`src/rtl/muldiv_sequencer.sv`:
```
// Iterative RV32M multiply/divide sequencer: one shift-add or restoring-divide
// step per cycle, fixed XLEN+1 cycle latency, one-cycle done pulse.
module muldiv_sequencer #(
    parameter int unsigned XLEN = 32
) (
    input  logic            clk,
    input  logic            rst_n,
    input  logic            start,
    input  logic [2:0]      funct3,
    input  logic [XLEN-1:0] src_a,
    input  logic [XLEN-1:0] src_b,
    input  logic            flush,
    output logic            busy,
    output logic            stall,
    output logic            done,
    output logic [XLEN-1:0] result
);

    localparam int unsigned CNT_W = $clog2(XLEN) + 1;
    localparam logic [XLEN-1:0] MIN_NEG = {1'b1, {(XLEN-1){1'b0}}};

    typedef enum logic [1:0] {IDLE, MUL_RUN, DIV_RUN, FINISH} state_t;

    state_t            state, state_next;
    logic [CNT_W-1:0]  cnt;
    logic [2:0]        op;
    logic [XLEN-1:0]   opnd;
    logic [XLEN-1:0]   acc_hi;
    logic [XLEN-1:0]   acc_lo;
    logic              neg;
    logic              spec;
    logic [XLEN-1:0]   spec_val;

    logic              accept;
    logic              load;
    logic              step;
    logic              finish;

    // Operand preparation at accept: magnitudes, result sign, special cases
    logic              signed_a, signed_b, sign_a, sign_b;
    logic [XLEN-1:0]   mag_a, mag_b;
    logic              neg_in, div_zero, div_ovf;
    logic [XLEN-1:0]   spec_in;

    always_comb begin
        signed_a = (funct3 == 3'b001) || (funct3 == 3'b010) || (funct3[2] && !funct3[0]);
        signed_b = (funct3 == 3'b001) || (funct3[2] && !funct3[0]);
        sign_a   = signed_a && src_a[XLEN-1];
        sign_b   = signed_b && src_b[XLEN-1];
        mag_a    = sign_a ? XLEN'(XLEN'(0) - src_a) : src_a;
        mag_b    = sign_b ? XLEN'(XLEN'(0) - src_b) : src_b;
        neg_in   = (funct3[2] && funct3[1]) ? sign_a : (sign_a ^ sign_b);
        div_zero = funct3[2] && (src_b == '0);
        div_ovf  = funct3[2] && !funct3[0] && (src_a == MIN_NEG) && (src_b == '1);
        if (div_zero) begin
            spec_in = funct3[1] ? src_a : '1;
        end else begin
            spec_in = funct3[1] ? '0 : MIN_NEG;
        end
    end

    // One iteration of shift-add (MUL) or restoring division (DIV)
    logic [XLEN:0]     mul_sum, div_shift, div_diff;
    logic              q_bit;
    logic [XLEN-1:0]   step_hi, step_lo;

    always_comb begin
        mul_sum   = {1'b0, acc_hi} + (acc_lo[0] ? {1'b0, opnd} : '0);
        div_shift = {acc_hi, acc_lo[XLEN-1]};
        div_diff  = div_shift - {1'b0, opnd};
        q_bit     = !div_diff[XLEN];
        if (state == DIV_RUN) begin
            step_hi = q_bit ? div_diff[XLEN-1:0] : div_shift[XLEN-1:0];
            step_lo = {acc_lo[XLEN-2:0], q_bit};
        end else begin
            step_hi = mul_sum[XLEN:1];
            step_lo = {mul_sum[0], acc_lo[XLEN-1:1]};
        end
    end

    // Sign correction and field select on the value produced by the last step
    logic [2*XLEN-1:0] prod, prod_fix;
    logic [XLEN-1:0]   hi_fix, lo_fix, fin;

    always_comb begin
        prod     = {step_hi, step_lo};
        prod_fix = neg ? (2*XLEN)'((2*XLEN)'(0) - prod) : prod;
        hi_fix   = neg ? XLEN'(XLEN'(0) - step_hi) : step_hi;
        lo_fix   = neg ? XLEN'(XLEN'(0) - step_lo) : step_lo;
        if (spec) begin
            fin = spec_val;
        end else if (op == 3'b000) begin
            fin = prod_fix[XLEN-1:0];
        end else if (!op[2]) begin
            fin = prod_fix[2*XLEN-1:XLEN];
        end else if (op[1]) begin
            fin = hi_fix;
        end else begin
            fin = lo_fix;
        end
    end

    assign accept = (state == IDLE) && start && !flush;
    assign busy   = (state == MUL_RUN) || (state == DIV_RUN);
    assign stall  = accept || busy;

    always_ff @(posedge clk or negedge rst_n) begin
        if (!rst_n) begin
            state <= IDLE;
        end else begin
            state <= state_next;
        end
    end

    always_comb begin
        state_next = state;
        load       = 1'b0;
        step       = 1'b0;
        finish     = 1'b0;
        if (flush) begin
            state_next = IDLE;
        end else begin
            case (state)
                IDLE: begin
                    if (start) begin
                        load       = 1'b1;
                        state_next = funct3[2] ? DIV_RUN : MUL_RUN;
                    end
                end
                MUL_RUN, DIV_RUN: begin
                    step = 1'b1;
                    if (cnt == CNT_W'(1)) begin
                        finish     = 1'b1;
                        state_next = FINISH;
                    end
                end
                FINISH: state_next = IDLE;
                default: state_next = IDLE;
            endcase
        end
    end

    // Datapath registers; the multiplier/dividend shares acc_lo
    always_ff @(posedge clk or negedge rst_n) begin
        if (!rst_n) begin
            cnt      <= '0;
            op       <= '0;
            opnd     <= '0;
            acc_hi   <= '0;
            acc_lo   <= '0;
            neg      <= 1'b0;
            spec     <= 1'b0;
            spec_val <= '0;
        end else if (load) begin
            cnt      <= CNT_W'(XLEN);
            op       <= funct3;
            opnd     <= funct3[2] ? mag_b : mag_a;
            acc_hi   <= '0;
            acc_lo   <= funct3[2] ? mag_a : mag_b;
            neg      <= neg_in;
            spec     <= div_zero || div_ovf;
            spec_val <= spec_in;
        end else if (step) begin
            cnt      <= cnt - CNT_W'(1);
            acc_hi   <= step_hi;
            acc_lo   <= step_lo;
        end
    end

    always_ff @(posedge clk or negedge rst_n) begin
        if (!rst_n) begin
            done   <= 1'b0;
            result <= '0;
        end else begin
            done <= finish;
            if (finish) begin
                result <= fin;
            end
        end
    end

endmodule
```
`config.mk`:
```
export PLATFORM = sky130hd
export DESIGN_NAME = muldiv_sequencer
export DESIGN_NICKNAME = d
export VERILOG_FILES = /design/src/rtl/muldiv_sequencer.sv
export SDC_FILE = /design/constraint.sdc
export NUM_CORES = 1
export LEC_CHECK = 0
export ABC_CLOCK_PERIOD_IN_PS = 16300
export BUFFER_PORTS_ARGS = -buffer_cell sky130_fd_sc_hd__buf_2
export CORE_MARGIN = 3
export CORE_UTILIZATION = 45
export CTS_BUF_LIST = sky130_fd_sc_hd__clkbuf_2
export CTS_CLUSTER_SIZE = 16
export DETAILED_ROUTE_END_ITERATION = 7
export MAX_ROUTING_LAYER = met4
export SYNTH_ARGS = -nofsm -noshare
export SYNTH_HDL_FRONTEND = slang
export SYNTH_SLANG_ARGS = --single-unit
```
`constraint.sdc`:
```
create_clock -name clk -period 16.3 [get_ports clk]
set_clock_uncertainty 0.05 [all_clocks]
set_input_delay 2.445 -clock clk [delete_from_list [all_inputs] [get_ports clk]]
set_output_delay 2.445 -clock clk [all_outputs]
set_load 0.05 [all_outputs]
```
### Word-level counts from Yosys, hierarchy flattened

Cells that the tools add are included.

* word-level logic and storage cells: 92
* output and inout bits: 35
* bits in registers: 174

* add/subtract/negate cells: 8
* equality and inequality tests: 10
* multiplexer cells: 38
* reductions and logical operators: 24
* bitwise logic cells: 1

Operators with widths (count)
* 32-bit 2-to-1 mux: 21
* 1-bit by 32-bit subtractor with 32-bit output, first input constant: 4
* 32-bit == test, second input constant: 2
* 64-bit 2-to-1 mux: 1
* 1-bit by 64-bit subtractor with 64-bit output, first input constant: 1
* 32-bit by 32-bit adder with 33-bit output: 1
* 33-bit by 32-bit subtractor with 33-bit output: 1
* 32-bit zero test: 1
* 6-bit 2-to-1 mux: 2
* 1-bit logical AND: 9
* 1-bit 2-to-1 mux: 9
* 2-bit 2-to-1 mux: 4
* 6-bit by 1-bit == test with 1-bit output, second input constant: 1
* 1-bit logical OR: 6
* 3-bit != test, second input constant: 2
* 2-bit case mux with 3 select lines: 1
* 6-bit by 1-bit subtractor with 6-bit output, second input constant: 1
* 2-bit == test, second input constant: 2
* 3-bit by 1-bit == test with 1-bit output, second input constant: 1
* 3-bit by 2-bit == test with 1-bit output, second input constant: 1
* 1-bit zero test: 3
* 3-bit zero test: 1
* 2-bit by 1-bit == test with 1-bit output, second input constant: 1
* 2-bit zero test: 1
* other kinds (4): 4

### Longest topological paths before layout

* depth after elaboration: 9
* depth in mapped cells: 25
* depth with buffers taken out: 23

### Worst setup path after synthesis

Ideal clock, no wire load.

* path type: input-to-output
* from: input port flush
* to: output port stall
* arrival time: 3.219 ns
* buffers on the path: 0
* slack: 10.586 ns
* cell stages on the path: 3
* data required time: 13.805 ns
* path through: nor2b_1 > nand2_1 > nand2b_1

* longest elaborated chain between the ends: 3

Ends and longest elaborated chain
* from (decl): RTL line 12 `input logic flush,`
* 1-bit zero test: RTL line 103 `assign accept = (state == IDLE) && start && !flush;`
* 1-bit logical AND: RTL line 103
* 1-bit logical OR: RTL line 105 `assign stall = accept || busy;`
* to (decl): RTL line 14 `output logic stall,`

Every way passes these cells.

### Final worst setup path

* from: register acc_hi[11]
* to: register result[28]

* longest elaborated chain between the ends: 9
* elaborated cells between the ends (all ways): 16

Ends and longest elaborated chain
* from (decl): RTL line 28 `logic [XLEN-1:0] acc_hi;`
* from (signal assigned): RTL line 165 `acc_hi <= step_hi;`
* 33-bit by 32-bit subtractor with 33-bit output: RTL line 70 `div_diff = div_shift - {1'b0, opnd};`
* 32-bit 2-to-1 mux or 1-bit zero test (tied branches): RTL line 73, 71
* 32-bit 2-to-1 mux: RTL line 72 `if (state == DIV_RUN) begin`
* 1-bit by 32-bit subtractor with 32-bit output (on tied branches): RTL line 88, 89
* 32-bit 2-to-1 mux (on tied branches): RTL line 88, 89
* 32-bit 2-to-1 mux: RTL line 96 `end else if (op[1]) begin`
* 32-bit 2-to-1 mux: RTL line 94 `end else if (!op[2]) begin`
* 32-bit 2-to-1 mux *: RTL line 92 `end else if (op == 3'b000) begin`
* 32-bit 2-to-1 mux *: RTL line 90 `if (spec) begin`
* to (signal assigned): RTL line 177 `result <= fin;`
* to (decl): RTL line 16 `output logic [XLEN-1:0] result`

Every way passes the cells marked *; elsewhere a longest branch is shown, timed or not.
A chain may end at the register's enable or synchronous reset.

==> qor.csv <==
stage,metric,value,unit
floorplan,start_util,46.22,%
place,gp_congestion,1.025,
synthesis,synth_nets,2530,
synthesis,synth_seq_cells,174,
sta,setup-violations-final,0,
clock_network,post_cts_buffers,0,
floorplan,core,0.03811,mm2
sta,fin_crit_sh,44.70,%
sta,setup_tns,0,ns
clock_network,root_buffer,clkbuf_2,
global_route,grt_pass1_wl,112200,um
synthesis,ys_seq_area_share,24.72,%
synthesis,synth_edf_count,0,
final_layout,syn_to_final_growth,6.067,%
clock_network,clk_path_buf_depth,2,
floorplan,die-area,0.04155,mm2
synthesis,synth_common_cells,"nand2_1 (301), nor2_1 (223), o21ai_0 (217), a21oi_1 (201), dfrtp_1 (174)",
setup_path,critical_path_required,17.05,ns
global_route,grt_max_degree,91,
detailed_routing,drt_wl_total,76200,um
global_route,grt_pass1_vias,17388,
run,maxCapViolCount,0,
min_path,min_path_type,flip-flop to flip-flop,
setup_path,path_max_fanout,16,
sta,layout_setup_ws,9.015,ns
synthesis,synth_top_area_share,24.72,%
final_layout,fin_nets,2540,
synthesis,synth_most_common_cell,nand2_1,
synthesis,avgSynthCellArea,7.388,um2
setup_path,cp_data_arrival_time,8.03,ns
global_route,grt_util_all_layers,37.01,%
detailed_routing,vias,19148,
final_layout,drive_gt1_share,9.559,%
run_status,status,"finished, final reports clean",
floorplan,fp.dieW,203.8,um
sta,holdWs,0.4647,ns
synthesis,yosys_warnings,0,
synthesis,ys.flop_type,dfrtp_1,
synthesis,netlist_area,0.01761,mm2
detailed_routing,detail_route.drc_violations,0,
min_path,whs_path_depth,2,
clock_network,ctsHoldBuffers,0,
sta,maxSlewViolCount,0,
sta,fmax,137.3,MHz
place,dp_hpwl,59110,um
setup_path,critPathLaunchType,flip-flop,
floorplan,num_io_pins,106,
detailed_routing,drtIter0Drc,2438,
clock_network,insertion_delay,0.95,ns
synthesis,synth_cells,2384,
synthesis,yosysTopAreaCell,dfrtp_1,
sta,slew-limit-headroom,26.20,%
detailed_routing,routed_via_density,6.558,
place,place_ws,9.359,ns
clock_network,cts_tree,done,
sta,rsz0062_at_grt,no,
setup_path,crit_chain,ha_1 > nand4_1 > a2111oi_4 > a2bb2oi_2 > a211oi_2 > o21ai_4 > a31oi_1 > ha_1 > o21ai_0 > nand2b_1 > nor3_1 > o211ai_1 > or3_1 > nor3_1 > and2_1 > nand4_1 > o41ai_1 > xor2_1 > a221oi_1 > a21oi_1,
synthesis,yosys-top-cells-area,"dfrtp_1 (25%), nand2_1 (6.4%), o21ai_0 (6.2%)",
setup_path,reg2regPathDepth,20,
clock_network,cts_resized,0,
sta,min_period,7.285,ns
setup_path,crit_slowest_cell,a211oi_2,
global_route,grt_antenna_before_repair,8,
floorplan,num_rows,71,
setup_path,crit_path_end_kind,flip-flop,
clock_network,clk_pin_slew,0.31,ns
detailed_routing,wl_per_cell,26.10,um
synthesis,async_reset_ff_share,100.0,%
setup_path,slowest_delay,0.84,ns
clock_network,cts_made_buffers,17,
synthesis,ys_types,96,
clock_network,htreeDepth,4,
global_route,gr-total-overflow,0,
setup_path,worstSetupPathType,flip-flop to flip-flop,
sta,worstMarginPinSlew,1.104,ns
sta,hold_violations,0,
place,port_buffers,105,
detailed_routing,final_antenna_net_count,0,
clock_network,cts.sinks,174,
floorplan,die_h,203.8,um
detailed_routing,dr.pass1.iters,6,
[per-layer routing]
metal | global-route usage, % | part of all wire [%] | vias up
li1 | - | - | 8723
met4 | 14.45 | 4.6 | 0
met2 | 53.42 | 43 | 1012
met1 | 51.90 | 44 | 9241
met3 | 6.116 | 8.7 | 172
met5 | - | 0 | -
[worst max-delay path, delay by kind of cell (launching register included)]
| family | cells | cell delay [ns] |
|---|---|---|
| AOI/OAI and AO/OA | 10 | 3.41 |
| xor gates and xnor gates | 1 | 0.11 |
| adders and majority gates | 2 | 0.72 |
| DFF | 1 | 0.53 |
| and+or+nand+nor | 7 | 2.31 |
[state kept, by name, summed over array words and instances (netlist names)]
name / cells
op: 3
result: 32
acc_lo: 32
state: 2
opnd: 32
neg: 1
done: 1
cnt: 6
spec_val: 32
spec: 1
acc_hi: 32
[stage by stage]
| stage | instance area (um2) | cells | utilization [%] |
|---|---|---|---|
| floorplan | 17610 | 2384 | - |
| global placement | 18490 | 2886 | 48.50 |
| detailed placement | 18490 | 2886 | 48.50 |
| CTS | 18670 | 2917 | 49.00 |
| global route | 18680 | 2920 | 49.02 |
| finish | 18680 | 2920 | 49.02 |
[layout make-up]
cell class                 count  area (um2)
fill                        3879       19430
multi-input combinational   1982       12400
sequential                   174        4355
timing repair buffer         139       792.0
tap                          511       639.4
inverter                      80       300.3
clock buffer                  20       100.1
clock inverter                11       88.84
antenna                        3       7.507
[layout by cell type, fill, tap and decap left out, types with 17 or more instances in the layout]
cell / count
a211oi_1: 37
a21o_1: 31
a21oi_1: 201
a31oi_1: 34
and2_1: 42
and3_1: 22
buf_2: 103
buf_4: 35
clkbuf_2: 20
dfrtp_1: 173
ha_1: 72
inv_1: 79
mux2i_1: 45
nand2_1: 300
nand2b_1: 17
nand3_1: 44
nand4_1: 29
nor2_1: 222
nor2b_1: 39
nor3_1: 70
nor4_1: 32
o211ai_1: 56
o21ai_0: 217
o31ai_1: 50
or3_1: 21
xnor2_1: 103
xor2_1: 56
[logic make-up after synthesis]
logic type,Yosys count,share of synthesized area [%]
compound gates,799,29.59
simple gates,893,23.96
flops,174,24.72
buf+inv,228,5.143
mux,56,3.261
fa+ha+maj,75,5.413
xor+xnor,159,7.907
[path summary, 6_finish.rpt]
path | startpoint | end | slack (ns)
max in group asynchronous | rst_n | spec_val[15]$_DFFE_PN0P_ | 13.49
hold / removal | spec_val[28]$_DFFE_PN0P_ | spec_val[28]$_DFFE_PN0P_ | 0.46
min in group asynchronous | rst_n | acc_hi[23]$_DFFE_PN0P_ | 1.34
hold reg to reg | spec_val[28]$_DFFE_PN0P_ | spec_val[28]$_DFFE_PN0P_ | 0.46
setup / recovery | acc_hi[11]$_DFFE_PN0P_ | result[28]$_DFFE_PN0P_ | 9.01
setup reg to reg | acc_hi[11]$_DFFE_PN0P_ | result[28]$_DFFE_PN0P_ | 9.01
Power is left out: the tool's default activity adds up to more than one toggle a clock period on the data nets, which glitch-free logic cannot reach.
